--- config.mk ---
export PLATFORM = sky130hd
export DESIGN_NAME = fifo_stream_drain_flat
export DESIGN_NICKNAME = d
export VERILOG_FILES = /design/src/rtl/fifo_stream_drain_pkg.sv /design/src/rtl/fifo_stream_drain_if.sv /design/src/rtl/fifo_stream_drain_skid_buf2.sv /design/src/rtl/fifo_stream_drain.sv /design/src/flat_wrapper.sv
export SDC_FILE = /design/constraint.sdc
export NUM_CORES = 1
export LEC_CHECK = 0
export CORE_AREA = 2 2 77 42
export DETAILED_ROUTE_END_ITERATION = 8
export DIE_AREA = 0 0 79 44
export SLEW_MARGIN = 0
export SYNTH_ARGS = -nofsm -noshare
export SYNTH_HDL_FRONTEND = slang
export SYNTH_SLANG_ARGS = --single-unit
--- constraint.sdc ---
create_clock -name clk -period 2.1 [get_ports clk]
set_input_delay 0.315 -clock clk [delete_from_list [all_inputs] [get_ports clk]]
set_output_delay 0.315 -clock clk [all_outputs]
set_load 0.005 [all_outputs]
--- src/rtl/fifo_stream_drain_pkg.sv ---
// Shared types for the FIFO stream drain: buffer occupancy encodings and
// the stored entry width. Optional macro: DRAIN_PARITY_EN (adds a parity bit per entry).
package fifo_drain_pkg;

    typedef enum logic [1:0] {
        CNT_EMPTY = 2'd0,
        CNT_ONE   = 2'd1,
        CNT_FULL  = 2'd2
    } cnt_e;

    // Bits held per buffer entry: the data word, plus its parity when enabled.
    function automatic int entry_width(input int dw);
`ifdef DRAIN_PARITY_EN
        return dw + 1;
`else
        return dw;
`endif
    endfunction

endpackage

--- src/rtl/fifo_stream_drain_if.sv ---
// Handshake bundle for the drain: FIFO read side and valid/ready stream side.
// Optional macro: DRAIN_PARITY_EN (adds m_parity).
interface fifo_stream_drain_if #(
    parameter int DATA_WIDTH = 4
);
    logic                  fifo_empty;
    logic [DATA_WIDTH-1:0] fifo_r_data;
    logic                  fifo_rd;
    logic                  m_valid;
    logic                  m_ready;
    logic [DATA_WIDTH-1:0] m_data;
    logic                  m_last;
`ifdef DRAIN_PARITY_EN
    logic                  m_parity;
`endif

    // Drain side: pops the FIFO and sources the stream.
    modport master (
`ifdef DRAIN_PARITY_EN
        output m_parity,
`endif
        output fifo_rd, m_valid, m_data, m_last,
        input  fifo_empty, fifo_r_data, m_ready
    );

    // Environment side: FIFO plus downstream consumer.
    modport slave (
`ifdef DRAIN_PARITY_EN
        input  m_parity,
`endif
        input  fifo_rd, m_valid, m_data, m_last,
        output fifo_empty, fifo_r_data, m_ready
    );
endinterface

--- src/rtl/fifo_stream_drain_skid_buf2.sv ---
// Two-entry skid buffer. e0 is the head and is presented downstream; e1
// absorbs the word in flight when the consumer stalls. The caller never
// pushes when full nor pops when empty.
import fifo_drain_pkg::*;

module skid_buf2 #(
    parameter int W = 4
) (
    input  logic         clk,
    input  logic         reset,
    input  logic         clear,
    input  logic         push,
    input  logic         pop,
    input  logic [W-1:0] din,
    output cnt_e         count,
    output logic [W-1:0] e0
);
    cnt_e         cnt_q, cnt_d;
    logic [W-1:0] e0_q, e0_d, e1_q, e1_d;

    // State registers; async active-low reset empties and zeroes both entries.
    always_ff @(posedge clk or negedge reset) begin
        if (!reset) begin
            cnt_q <= CNT_EMPTY;
            e0_q  <= '0;
            e1_q  <= '0;
        end else begin
            cnt_q <= cnt_d;
            e0_q  <= e0_d;
            e1_q  <= e1_d;
        end
    end

    // Next state: clear wins, otherwise fill/shift according to push and pop.
    always_comb begin
        cnt_d = cnt_q;
        e0_d  = e0_q;
        e1_d  = e1_q;
        if (clear) begin
            cnt_d = CNT_EMPTY;
            e0_d  = '0;
            e1_d  = '0;
        end else begin
            case ({push, pop})
                2'b10: begin
                    if (cnt_q == CNT_EMPTY) begin
                        e0_d  = din;
                        cnt_d = CNT_ONE;
                    end else begin
                        e1_d  = din;
                        cnt_d = CNT_FULL;
                    end
                end
                2'b01: begin
                    e0_d  = e1_q;
                    cnt_d = (cnt_q == CNT_FULL) ? CNT_ONE : CNT_EMPTY;
                end
                2'b11: begin
                    // Occupancy unchanged; with one entry the new word becomes head.
                    if (cnt_q == CNT_FULL) begin
                        e0_d = e1_q;
                        e1_d = din;
                    end else begin
                        e0_d = din;
                    end
                end
                default: ;
            endcase
        end
    end

    assign count = cnt_q;
    assign e0    = e0_q;
endmodule

--- src/rtl/fifo_stream_drain.sv ---
// Pops narrow words from the width-converting FIFO and streams them out as
// fixed-length packets. fifo_rd depends only on registered occupancy, never
// on m_ready, so there is no combinational path from downstream to the FIFO.
// Optional macro: DRAIN_PARITY_EN (stores and outputs even parity per word).
import fifo_drain_pkg::*;

module fifo_stream_drain #(
    parameter int DATA_WIDTH = 4,
    parameter int PKT_LEN    = 8,
    parameter int CNT_WIDTH  = 3
) (
    input  logic                clk,
    input  logic                reset,
    input  logic                clear,
    fifo_stream_drain_if.master bus
);
    localparam int                   EW        = entry_width(DATA_WIDTH);
    localparam logic [CNT_WIDTH-1:0] LAST_BEAT = CNT_WIDTH'(PKT_LEN - 1);

    cnt_e                 count;
    logic [EW-1:0]        din, e0;
    logic                 push, pop, valid;
    logic [CNT_WIDTH-1:0] beat_q, beat_d;

    // Parity is computed once at capture so the output path is a plain flop.
`ifdef DRAIN_PARITY_EN
    assign din          = {^bus.fifo_r_data, bus.fifo_r_data};
    assign bus.m_parity = e0[DATA_WIDTH];
`else
    assign din = bus.fifo_r_data;
`endif

    // Reset gating keeps the FIFO untouched while the drain is held in reset.
    assign valid       = (count != CNT_EMPTY);
    assign push        = reset & ~bus.fifo_empty & (count != CNT_FULL) & ~clear;
    assign pop         = valid & bus.m_ready & ~clear;
    assign bus.fifo_rd = push;
    assign bus.m_valid = valid;
    assign bus.m_data  = e0[DATA_WIDTH-1:0];
    assign bus.m_last  = valid & (beat_q == LAST_BEAT);

    skid_buf2 #(.W(EW)) u_buf (
        .clk   (clk),
        .reset (reset),
        .clear (clear),
        .push  (push),
        .pop   (pop),
        .din   (din),
        .count (count),
        .e0    (e0)
    );

    // Beat counter register; position of the head word inside its packet.
    always_ff @(posedge clk or negedge reset) begin
        if (!reset) beat_q <= '0;
        else        beat_q <= beat_d;
    end

    // Advance on each accepted word, wrap after the last beat; clear restarts.
    always_comb begin
        beat_d = beat_q;
        if (clear)    beat_d = '0;
        else if (pop) beat_d = (beat_q == LAST_BEAT) ? '0 : beat_q + 1'b1;
    end
endmodule

--- src/flat_wrapper.sv ---
// flat-port wrapper written by rule: the top's interface ports become plain ports
module fifo_stream_drain_flat 
#(
    parameter int DATA_WIDTH = 4,
    parameter int PKT_LEN    = 8,
    parameter int CNT_WIDTH  = 3
)
  (clk, reset, clear, bus_fifo_rd, bus_m_valid, bus_m_data, bus_m_last, bus_fifo_empty, bus_fifo_r_data, bus_m_ready);
  fifo_stream_drain_if #(.DATA_WIDTH(DATA_WIDTH)) bus_i ();
  input  logic clk;
  input  logic reset;
  input  logic clear;
  output wire logic [$bits(bus_i.fifo_rd)-1:0] bus_fifo_rd;
  output wire logic [$bits(bus_i.m_valid)-1:0] bus_m_valid;
  output wire logic [$bits(bus_i.m_data)-1:0] bus_m_data;
  output wire logic [$bits(bus_i.m_last)-1:0] bus_m_last;
  input wire logic [$bits(bus_i.fifo_empty)-1:0] bus_fifo_empty;
  input wire logic [$bits(bus_i.fifo_r_data)-1:0] bus_fifo_r_data;
  input wire logic [$bits(bus_i.m_ready)-1:0] bus_m_ready;
  assign bus_fifo_rd = bus_i.fifo_rd;
  assign bus_m_valid = bus_i.m_valid;
  assign bus_m_data = bus_i.m_data;
  assign bus_m_last = bus_i.m_last;
  assign bus_i.fifo_empty = bus_fifo_empty;
  assign bus_i.fifo_r_data = bus_fifo_r_data;
  assign bus_i.m_ready = bus_m_ready;
  fifo_stream_drain #(.DATA_WIDTH(DATA_WIDTH), .PKT_LEN(PKT_LEN), .CNT_WIDTH(CNT_WIDTH)) u_core (.clk(clk), .reset(reset), .clear(clear), .bus(bus_i));
endmodule
; ---- After elaboration in Yosys (flattened, before gate mapping)
; Cells that the tools add are included.
[totals]
register_bits = 13
word_cells = 45
in_bits = 9
[op_classes]
n_bitwise = 8
reduce_logical = 8
muxes = 15
eq_ne = 9
addsub = 1
[op_table]
columns = cell, count
row1 = $mux W4, 6
row2 = $pmux W4 S3, 1
row3 = $mux W3, 3
row4 = $ne A3 B3 Y1 const B, 3
row5 = $pmux W4 S2, 1
row6 = $and A1 B1 Y1, 6
row7 = $eq A2 B2 Y1 const B, 3
row8 = $reduce_bool A3 Y1, 2
row9 = $mux W2, 2
row10 = $pmux W2 S2, 1
row11 = $reduce_bool A2 Y1, 2
row12 = $reduce_bool A4 Y1, 1
row13 = $add A3 B1 Y3 const B, 1
row14 = $eq A3 B3 Y1 const B, 1
row15 = $reduce_and A3 Y1, 1
row16 = $eq A2 B1 Y1 const B, 1
row17 = $logic_not A2 Y1, 1
row18 = $ne A2 B2 Y1 const B, 1
row19 = $not A1 Y1, 2
row20 = $reduce_and A2 Y1, 1
row21 = $mux W1, 1

; ---- Longest topological paths before layout
; Gate-level depths: netlist (run 1).
[logic_depth]
word_depth = 7
depth_mapped = 10
ltp_nobuf = 9

; ---- Hierarchy
; Synthesis (run 1) repeated with hierarchy kept, for this count alone.
[hier_totals]
hier_cells = 78
area_unflattened_um2 = 810.8
[modules_own_cells]
columns = module, area_each_um2, seq_area_each_um2, n_inst, cells_per_inst
row1 = skid_buf2, 589.3, 250.2, 1, 58
row2 = fifo_stream_drain, 221.5, 75.1, 1, 20

; ---- Worst setup path after synthesis (run 1)
; Ideal clock, no wire load.
[synth_timing]
path_type = flip-flop to flip-flop
from = reg u_core.u_buf.cnt_q[0] (netlist: u_core.u_buf.count[0])
to = reg u_core.u_buf.e1_q[0]
path_slack_ns = 0.031
setup_ns = 0.125
path_stages_with_launch = 9
synth_period_minus_slack_ns = 2.069
t_required_ns = 1.975
n_path_buf = 1
t_arrival_ns = 1.944
path_cell_list = dfrtp_1 -> o21ai_1 -> nor2_1 -> ha_1 -> buf_2 -> nor2_1 -> a21oi_1 -> a21oi_2 -> mux2_2
[synth_between]
elab_chain_cells = 6
[synth_lines]
columns = item, line
row1 = "start, declared", fifo_stream_drain_skid_buf2.sv:18  ; cnt_e cnt_q, cnt_d;
row2 = "start signal, assigned", fifo_stream_drain_skid_buf2.sv:28  ; cnt_q <= cnt_d;
row3 = $ne A2 B2 Y1 or $reduce_bool A2 Y1 (tied branches), "fifo_stream_drain.sv:35, fifo_stream_drain.sv:34"
row4 = $and A1 B1 Y1 (on tied branches) (2 in series), "fifo_stream_drain.sv:35, fifo_stream_drain.sv:36"
row5 = $eq A2 B2 Y1, fifo_stream_drain_skid_buf2.sv:44  ; case ({push, pop})
row6 = "$ne A3 B3 Y1 (no source line), or another cell as far along", n/a
row7 = $reduce_and A3 Y1 (no source line) or $mux W4 (tied branches), n/a
row8 = "end signal, assigned", fifo_stream_drain_skid_buf2.sv:26  ; e1_q <= '0;
row9 = "end signal, assigned", fifo_stream_drain_skid_buf2.sv:30  ; e1_q <= e1_d;
row10 = "end, declared", fifo_stream_drain_skid_buf2.sv:19  ; logic [W-1:0] e0_q, e0_d, e1_q, e1_d;
; Parallel ways exist; a longest one is shown, timed or not.
; A chain may end at the register's enable or synchronous reset.

; ---- Worst setup path in the final report (run 1)
[layout_timing]
from = reg u_core.u_buf.cnt_q[0] (netlist: u_core.u_buf.count[0])
to = out bus_m_last
[layout_between]
elab_chain_cells = 2
[layout_lines]
columns = item, line
row1 = $reduce_bool A2 Y1, fifo_stream_drain.sv:34  ; assign valid = (count != CNT_EMPTY);
row2 = $and A1 B1 Y1, fifo_stream_drain.sv:40  ; assign bus.m_last = valid & (beat_q == LAST_BEAT);
row3 = "end, declared", flat_wrapper.sv:16  ; output wire logic [$bits(bus_i.m_last)-1:0] bus_m_last;
; Every way passes these cells.

==> results.py, run 1 <==
metrics = {
    "outcome": {
        "status": "finished, final reports clean",
    },
    "run": {
        "drv_cap": 0,
    },
    "synth": {
        "synth_compound_area_share_pct": 16.7,
        "synth_warnings": 0,
        "ys_top_cells_by_area": "dfrtp_1 (40%), mux2_2 (9.6%), ha_1 (7.6%)",
        "synth_top_family_by_area": "simple AND/OR/NAND/NOR gates",
        "yosysSeqAreaShare_pct": 39.8,
        "synth.area.mux_share_pct": 12.1,
        "synth_xor_area_share_pct": 0,
        "synth_cells": 79,
        "syn_nets": 93,
        "yosys.area.top_type": "dfrtp_1",
        "ys_ff_latch": 13,
        "syn_area_sq_um": 818,
        "syn_avg_cell_area_sq_um": 10.4,
        "synth_top_area_share_pct": 39.8,
        "synth_fa_ha_area_share_pct": 7.65,
        "yosys.area_share.simple_pct": 21.4,
        "synthDistinctLibCells": 26,
    },
    "detailed_routing": {
        "post_drt_wl_per_cell_um": 12.8,
        "drc": 0,
        "drtIter0Drc": 30,
        "ant_nets": 0,
        "avgViaCountPerCell": 4.59,
        "vias": 689,
        "firstDrtPassIters": 4,
        "wl_um": 1920,
    },
    "power_and_ir_drop": {
        "pwr-share-clk_pct": 36.4,
        "irDropWorstVdd_v": 0.000191,
        "power_density_mw_per_mm2": 525,
        "p_switching_uw": 151,
        "cell_internal_pwr_uw": 464,
        "p_seq_share_pct": 44.9,
        "combPwrFrac_pct": 18.8,
        "p_leak_nw": 0.540,
        "netSwitchingFraction_pct": 24.6,
    },
    "worst_setup_path": {
        "rr_worst_depth": 9,
        "r2r_slack_ns": 0.18,
        "worstSetupStartpointType": "register",
        "critical_path_class": "register to primary output",
        "r2r-end": "u_core.u_buf.e0[2]",
        "arrival_ns": 1.67,
        "rr_startpoint": "u_core.u_buf.count[1]",
        "worstSetupStartpoint": "u_core.u_buf.count[0]",
        "cp-endpoint": "bus_m_last",
        "crit_required_ns": 1.78,
        "worstPathMaxFanout": 5,
        "cp-end-kind": "primary output",
    },
    "sta": {
        "relSlewSlack_pct": 82.2,
        "worst_slew_pin_slew_ns": 0.267,
        "tns_ns": 0,
        "final-setup-viol-count": 0,
        "min_period_ns": 1.99,
        "drv_slew": 0,
        "rsz0062_at_grt": "no",
        "skew_ns": 0.00284,
        "fmax_ghz": 0.503,
        "finalCritPeriodShare_pct": 94.6,
        "whs_ns": 0.419,
        "hold_violations": 0,
    },
    "placed_design": {
        "dp.cells": 145,
        "placed_area_sq_mm": 0.00111,
        "io_buffers": 15,
        "dp_hpwl_um": 1550,
        "gp_congestion": 0.842,
    },
    "floorplan": {
        "io_pins": 16,
        "die_area_sq_mm": 0.00348,
        "fp.coreArea_sq_mm": 0.00284,
        "initial_utilization_pct": 28.8,
        "fp-row-count": 14,
        "die_y_um": 44,
        "die_x_um": 79,
    },
    "clock_tree": {
        "numCtsBuffers": 3,
        "htree_num_levels": 1,
        "cts_sinks": 13,
        "cts_buffer_depth": 2,
        "cts_root_buffer": "clkbuf_8",
        "clk_latency_ns": 0.24,
        "cts_tree": "done",
        "clk_pin_slew_ns": 0.06,
    },
    "cells_and_area": {
        "final_nets": 125,
        "drive_gt1_share_pct": 31.8,
        "seq_area_sq_um": 325,
        "stdcell_area_sq_mm": 0.00117,
        "multiInputGateArea_sq_um": 480,
        "n_antenna_cell": 0,
        "instances_no_fill": 150,
        "final.fill_count": 277,
        "area_growth_pct": 43.4,
    },
    "global_routing": {
        "antenna_found_initial": 0,
        "grt_max_degree": 14,
        "grt-ovfl-total": 0,
        "grt_pass1_vias": 714,
        "grt_use_total_pct": 13.2,
        "grt_pass1_wl_um": 3380,
    },
    "worst_hold_path": {
        "hold_class": "primary input to asynchronous set/reset pin",
    },
}
state kept, by name, indices dropped and copies added (netlist names):
register and flops:
u_core.u_buf.count 2, u_core.beat_q 3, u_core.u_buf.e1_q 4, u_core.u_buf.e0 4
logic make-up (layout without fill, tap and decap cells):
family          Yosys count  after routing
compound gates           16             16
fa+ha+maj                 5              5
buf+inv                   5             36
flops                    13             13
mux                       9              9
simple gates             31             31
power by group through the flow:
stage          registers, mW  logic (mW)  clock network, mW
2_1_floorplan          0.279      0.0527                  0
3_3_place_gp           0.280       0.112                  0
3_5_place_dp           0.281       0.115                  0
4_1_cts                0.276       0.117              0.231
5_1_grt                0.279       0.128              0.244
6_report               0.276       0.115              0.224
stage by stage:
step	setup slack [ns]	total power, mW	util, %
detailed placement	-0.219	0.396	39.2
CTS	0.0119	0.624	40.9
global placement	-0.171	0.392	39.2
finish	0.113	0.616	41.4
global route	0.0233	0.651	41.4
floorplan	0.0312	0.332	-
synthesized netlist by cell type:
| library cell | number |
|---|---|
| a221oi_2 | 3 |
| a21oi_2 | 1 |
| clkbuf_1 | 2 |
| a211oi_1 | 3 |
| dfrtp_1 | 13 |
| a311oi_1 | 1 |
| a21oi_4 | 1 |
| nor3_1 | 3 |
| nand2b_1 | 1 |
| or3b_2 | 1 |
| mux2i_1 | 2 |
| o21ai_0 | 1 |
| o21ai_1 | 1 |
| inv_1 | 2 |
| nand3b_1 | 1 |
| nor2_1 | 11 |
| or2_4 | 1 |
| nor2b_1 | 5 |
| a21oi_1 | 5 |
| and2_1 | 2 |
| nor2b_4 | 1 |
| nor3b_1 | 3 |
| nand2_1 | 2 |
| ha_1 | 5 |
| buf_2 | 1 |
| mux2_2 | 7 |
how the worst min path moves through the flow:
stage | from | end
finish | reset | u_core.u_buf.count[0]
global route | reset | u_core.u_buf.count[0]
CTS | reset | u_core.u_buf.count[0]
detailed placement | u_core.u_buf.e1_q[3] | u_core.u_buf.e1_q[3]
global placement | u_core.u_buf.e1_q[3] | u_core.u_buf.e1_q[3]
floorplan | reset | u_core.beat_q[0]
worst max-delay path, cell delays in order, from the launching register on:
cell             delay (ns)
dfrtp_1                0.41
buf_4                  0.17
or2_4                  0.26
and2_1                 0.16
clkdlybuf4s50_1        0.43
routing by layer:
| layer | vias up | global-route usage (%) | routed length [um] |
|---|---|---|---|
| li1 | 345 | - | - |
| met1 | 332 | 19.0 | 1050 |
| met2 | 12 | 19.2 | 784 |
| met3 | 0 | 5.63 | 82 |
| met4 | 0 | 1.03 | 0 |
| met5 | - | 0 | 0 |
cell type report:
cell class / instances / area share [%]
Multi-Input combinational cell: 61 / 40.9
Sequential cell: 13 / 27.7
Timing Repair Buffer: 30 / 22.6
Tap cell: 40 / 4.26
Clock buffer: 4 / 3.84
Inverter: 2 / 0.640
what timing repair did:
| action | in CTS | in global routing |
|---|---|---|
| endpoints found under the setup margin | 1 | 10 |
| resized for setup | 1 | 2 |
| pin swaps | 0 | 1 |
| hold buffers | 0 | 0 |
| buffers inserted | 0 | 1 |
placed cells by master, fill, tap and decap left out, types with 2 or more instances in the layout:
cell,instances
a211oi_1,3
a21oi_1,5
a221oi_2,3
and2_1,2
buf_4,15
clkbuf_8,3
clkdlybuf4s50_1,14
dfrtp_1,13
ha_1,5
inv_1,2
mux2_2,7
mux2i_1,2
nand2_1,2
nor2_1,10
nor2b_1,5
nor3_1,2
nor3b_1,3
(Power assumes the default switching activity.)
==> inputs of run 2 (changes only) <==
--- a/config.mk
+++ b/config.mk
@@ -5,10 +5,9 @@
 export SDC_FILE = /design/constraint.sdc
 export NUM_CORES = 1
 export LEC_CHECK = 0
-export CORE_AREA = 2 2 77 42
+export CORE_AREA = 5 5 80 45
 export DETAILED_ROUTE_END_ITERATION = 8
-export DIE_AREA = 0 0 79 44
-export SLEW_MARGIN = 0
+export DIE_AREA = 0 0 85 50
 export SYNTH_ARGS = -nofsm -noshare
 export SYNTH_HDL_FRONTEND = slang
 export SYNTH_SLANG_ARGS = --single-unit
==> run 2 against run 1 <==
Effect of this change: global-route usage is 3.1 points lower; sequential share of layout area is 0.26 points higher; power is 0.55% higher; first-iteration DRC count is 13% higher; clock power is 2% higher; highest routed layer is now met4.
==> results.py, run 2 (same netlist as run 1, synthesis figures left out) <==
metrics = {
    "outcome": {
        "status": "finished, final reports clean",
    },
    "cells_and_area": {
        "area_growth_pct": 42.7,
        "mostFrequentLayoutCells": "clkdlybuf4s50_1 (14), buf_4 (13), dfrtp_1 (12)",
        "n_antenna_cell": 0,
        "stdcell_area_sq_mm": 0.00117,
        "final_nets": 123,
        "instances_no_fill": 148,
        "final.fill_count": 286,
        "layout_commonest_cell": "clkdlybuf4s50_1",
        "drive_gt1_share_pct": 33.3,
    },
    "global_routing": {
        "grt_pass1_vias": 661,
        "grt-ovfl-total": 0,
        "antenna_found_initial": 0,
        "grt_pass1_wl_um": 3270,
        "grt_max_degree": 14,
        "grt_use_total_pct": 10.1,
    },
    "clock_tree": {
        "numCtsBuffers": 3,
        "cts_buffer_depth": 2,
        "cts_tree": "done",
        "clk_pin_slew_ns": 0.06,
        "cts_sinks": 13,
        "cts_root_buffer": "clkbuf_8",
        "hold_buffers": 0,
        "clk_latency_ns": 0.25,
        "htree_num_levels": 1,
    },
    "placed_design": {
        "gp_congestion": 0.867,
        "io_buffers": 15,
        "dp_hpwl_um": 1510,
        "placed_area_sq_mm": 0.00110,
        "dp.cells": 144,
    },
    "worst_setup_path": {
        "critical_path_class": "register to primary output",
        "arrival_ns": 1.70,
        "worstSetupStartpointType": "register",
        "crit_buf_inv": 3,
        "max_stage_delay_ns": 0.49,
        "cp-end-kind": "primary output",
        "critPathSlowestCell": "clkdlybuf4s50_1",
        "worstPathMaxFanout": 6,
        "crit_required_ns": 1.78,
        "crit_path_cell_trace": "nor2b_4 -> nor3_2 -> nand2_1 -> inv_2 -> buf_4 -> clkdlybuf4s50_1",
        "critPathTopFamily": "buffers and inverters",
    },
    "sta": {
        "final-setup-viol-count": 0,
        "hold_violations": 0,
        "drv_slew": 0,
        "rsz0062_at_grt": "no",
        "min_period_ns": 2.01,
        "worst_slew_pin_slew_ns": 0.282,
        "fmax_ghz": 0.497,
        "skew_ns": 0.00256,
        "relSlewSlack_pct": 81.1,
        "finalCritPeriodShare_pct": 95.7,
    },
    "power_and_ir_drop": {
        "power_density_mw_per_mm2": 530,
        "p_total_uw": 619,
        "p_leak_nw": 0.524,
        "irDropWorstVdd_v": 0.000185,
    },
    "run": {
        "drv_cap": 0,
    },
    "detailed_routing": {
        "post_drt_wl_per_cell_um": 13.1,
        "ant_nets": 0,
        "firstDrtPassIters": 4,
        "vias": 661,
        "avgViaCountPerCell": 4.47,
        "drc": 0,
        "wl_um": 1940,
        "drtIter0Drc": 34,
    },
    "floorplan": {
        "die_area_sq_mm": 0.00425,
        "initial_utilization_pct": 28.8,
        "die_y_um": 50,
        "fp-row-count": 14,
        "io_pins": 16,
        "die_x_um": 85,
        "fp.coreArea_sq_mm": 0.00284,
    },
    "worst_hold_path": {
        "hold_class": "primary input to register",
    },
}
[run 2: per-stage QoR]
stage	hold slack (ns)	setup slack, ns	TNS, ns	util [%]
after floorplan	0.0194	0.0312	0	-
after global placement	0.497	-0.162	-0.802	38.9
after detailed placement	0.496	-0.211	-1.08	38.9
after CTS	0.495	0.00495	0	40.5
after global routing	0.485	0.0340	0	41.1
final	0.457	0.0894	0	41.1
[run 2: worst min-delay path: cells and delay by family]
kind	cells	cell delay, ns
buffers and inverters	2	0.30
and+or+nand+nor	1	0.05
[run 2: cell type report]
type | instances | area [sq um] | share of cell area [%]
well taps | 40 | 50.0 | 4.29
multi-input cells | 61 | 488 | 41.8
repair buffers | 28 | 250 | 21.4
clock buffers | 4 | 45.0 | 3.86
inverters | 2 | 7.51 | 0.643
flip-flops and latches | 13 | 327 | 28.0
[run 2: timing repair]
item / 4_1_cts / 5_1_grt
gates resized for setup: 0 / 7
setup buffers: 0 / 0
endpoints found under the setup margin: 0 / 8
[run 2: path summary, 6_finish.rpt]
check,end,start,slack [ns],cells past startpoint
worst max-delay path,bus_fifo_rd,u_core.u_buf.count[1],0.09,6
worst min-delay path,u_core.u_buf.count[0],clear,0.46,3
worst max register to register,u_core.u_buf.e1_q[2],u_core.u_buf.count[1],0.16,8
worst min register to register,u_core.u_buf.e1_q[3],u_core.u_buf.e1_q[3],0.51,1
max in group asynchronous,u_core.u_buf.count[1],reset,1.42,2
min in group asynchronous,u_core.beat_q[1],reset,0.51,2
[run 2: layer usage]
metal	GRT usage [%]	up-vias	wire, um
met4	3.95	0	14
li1	-	340	-
met2	11.7	12	684
met5	0	-	0
met1	15.7	307	1150
met3	3.83	2	91
[run 2: report_power, final]
part           switching (mW)  internal [mW]  total (mW)
Combinational          0.0505         0.0645       0.115
Clock                  0.0940          0.134       0.228
Sequential             0.0109          0.265       0.276
Total                   0.155          0.464       0.619
==> inputs of run 3 (changes only) <==
--- a/config.mk
+++ b/config.mk
@@ -5,9 +5,10 @@
 export SDC_FILE = /design/constraint.sdc
 export NUM_CORES = 1
 export LEC_CHECK = 0
-export CORE_AREA = 5 5 80 45
+export CORE_AREA = 5 5 55 57
 export DETAILED_ROUTE_END_ITERATION = 8
-export DIE_AREA = 0 0 85 50
+export DIE_AREA = 0 0 60 62
+export PLACE_DENSITY = 0.58
 export SYNTH_ARGS = -nofsm -noshare
 export SYNTH_HDL_FRONTEND = slang
 export SYNTH_SLANG_ARGS = --single-unit
==> run 3 against run 2 <==
Effect of this change: die area down 12%; cell count decreased by 5.4%; clock power down 31%; core utilization rose by 6.0 points; power is 12% lower; register-to-register slack improved by 0.02 ns; combinational power about the same; hold slack got worse by 0.035 ns; clock skew increased by 0.00086 ns; global-route usage increased by 0.86 points; maximum frequency grew 0.42%; critical endpoint unchanged; non-clock buffer count rose by 2.
==> results.py, run 3 (same netlist as run 1, synthesis figures left out) <==
metrics = {
    "outcome": {
        "status": "finished, final reports clean",
    },
    "worst_setup_path": {
        "r2r_slack_ns": 0.18,
        "rr_worst_depth": 9,
        "rr_startpoint": "u_core.u_buf.count[0]",
        "r2r-end": "u_core.u_buf.e1_q[2]",
        "arrival_ns": 1.69,
        "crit_required_ns": 1.78,
        "worstSetupStartpointType": "register",
        "worstPathMaxFanout": 3,
        "critical_path_class": "register to primary output",
        "cp-end-kind": "primary output",
    },
    "detailed_routing": {
        "drc": 0,
        "post_drt_wl_per_cell_um": 12.8,
        "drtIter0Drc": 7,
        "avgViaCountPerCell": 4.99,
        "vias": 698,
        "wl_met3_um": 104,
        "dr.max_layer_used": "met4",
        "wl_um": 1790,
        "firstDrtPassIters": 4,
        "wl_met1_um": 839,
        "route.met2.wl_um": 838,
        "ant_nets": 0,
    },
    "sta": {
        "fmax_ghz": 0.499,
        "final-setup-viol-count": 0,
        "skew_ns": 0.00342,
        "hold_violations": 0,
        "min_period_ns": 2.00,
        "relSlewSlack_pct": 83.0,
        "worst_slew_pin_slew_ns": 0.255,
        "finalCritPeriodShare_pct": 95.3,
        "rsz0062_at_grt": "no",
        "drv_slew": 0,
    },
    "cells_and_area": {
        "mostFrequentLayoutCells": "buf_4 (15), clkdlybuf4s50_1 (13), dfrtp_1 (13)",
        "stdcell_area_sq_mm": 0.00115,
        "drive_gt1_share_pct": 32.7,
        "final_nets": 125,
        "area_growth_pct": 40.1,
        "layout_commonest_cell": "buf_4",
        "n_antenna_cell": 0,
        "fin_util_pct": 47.1,
    },
    "floorplan": {
        "die_x_um": 60,
        "fp.coreArea_sq_mm": 0.00243,
        "die_area_sq_mm": 0.00372,
        "initial_utilization_pct": 33.6,
        "io_pins": 16,
        "fp-row-count": 18,
        "die_y_um": 62,
    },
    "clock_tree": {
        "clk_pin_slew_ns": 0.08,
        "clk_latency_ns": 0.27,
        "cts_sinks": 13,
        "htree_num_levels": 1,
        "numCtsBuffers": 3,
        "cts_buffer_depth": 2,
        "cts_root_buffer": "clkbuf_4",
        "cts_tree": "done",
        "hold_buffers": 0,
    },
    "power_and_ir_drop": {
        "p_total_uw": 547,
        "p_leak_nw": 0.551,
        "irDropWorstVdd_v": 0.000299,
        "power_density_mw_per_mm2": 478,
    },
    "global_routing": {
        "grt_pass1_wl_um": 3000,
        "grt-ovfl-total": 0,
        "grt_max_degree": 14,
        "antenna_found_initial": 0,
        "grt_pass1_vias": 698,
        "grt_use_total_pct": 11.0,
    },
    "worst_hold_path": {
        "hp-start": "clear",
        "hold_class": "primary input to register",
        "min_path_cells": 3,
        "hold_end": "u_core.u_buf.count[1]",
    },
    "placed_design": {
        "dp_hpwl_um": 1440,
        "gp_congestion": 0.724,
        "placed_area_sq_mm": 0.00109,
        "io_buffers": 15,
    },
    "run": {
        "drv_cap": 0,
    },
}
## run 3: area by class of cell
cell class                 instances  area, sq um
tap                               30         37.5
multi-input combinational         61          482
fill                             234         1290
clock buffer                       4         26.3
timing repair buffer              30          268
sequential                        13          325
inverter                           2         7.51
## run 3: where the power goes
group,switching (mW),internal [mW]
sequential,0.0111,0.264
clock,0.0841,0.0735
combinational,0.0486,0.0659
total,0.144,0.404
## run 3: per-layer routing
layer | vias up | track usage, %
li1 | 344 | -
met1 | 339 | 14.1
met2 | 13 | 17.4
met3 | 2 | 2.89
met4 | 0 | 4.75
met5 | - | 0
## run 3: what timing repair did
action,in CTS,in global routing
buffers inserted,1,1
pin swaps,0,2
gates resized for setup,1,4
endpoints found under the setup margin,1,6
## run 3: stage by stage
stage                     setup slack [ns]  hold slack, ns  TNS (ns)  std cells
after detailed placement            -0.168           0.498    -0.915        134
after floorplan                     0.0312          0.0194         0         79
final                               0.0978           0.422         0        140
after global routing               0.00759           0.434         0        140
after global placement             -0.0748           0.498    -0.337        134
after CTS                          0.00956           0.443         0        139
## run 3: how the worst max path moves through the flow
| stage | from | depth (start not counted) | end |
|---|---|---|---|
| 6_report | u_core.u_buf.count[1] | 6 | bus_fifo_rd |
| 5_1_grt | u_core.u_buf.count[1] | 6 | bus_fifo_rd |
| 4_1_cts | clear | 6 | bus_fifo_rd |
| 3_5_place_dp | clear | 8 | u_core.u_buf.e1_q[2] |
| 3_3_place_gp | clear | 9 | u_core.u_buf.e1_q[3] |
| 2_1_floorplan | u_core.u_buf.count[0] | 8 | u_core.u_buf.e1_q[0] |
## run 3: critical path, cell delays in order (launching register included)
cell and delay, ns:
dfrtp_1 0.41, nor2b_4 0.15, nor3_2 0.10, nand2_1 0.10, inv_2 0.08, buf_4 0.10
clkdlybuf4s50_1 0.49
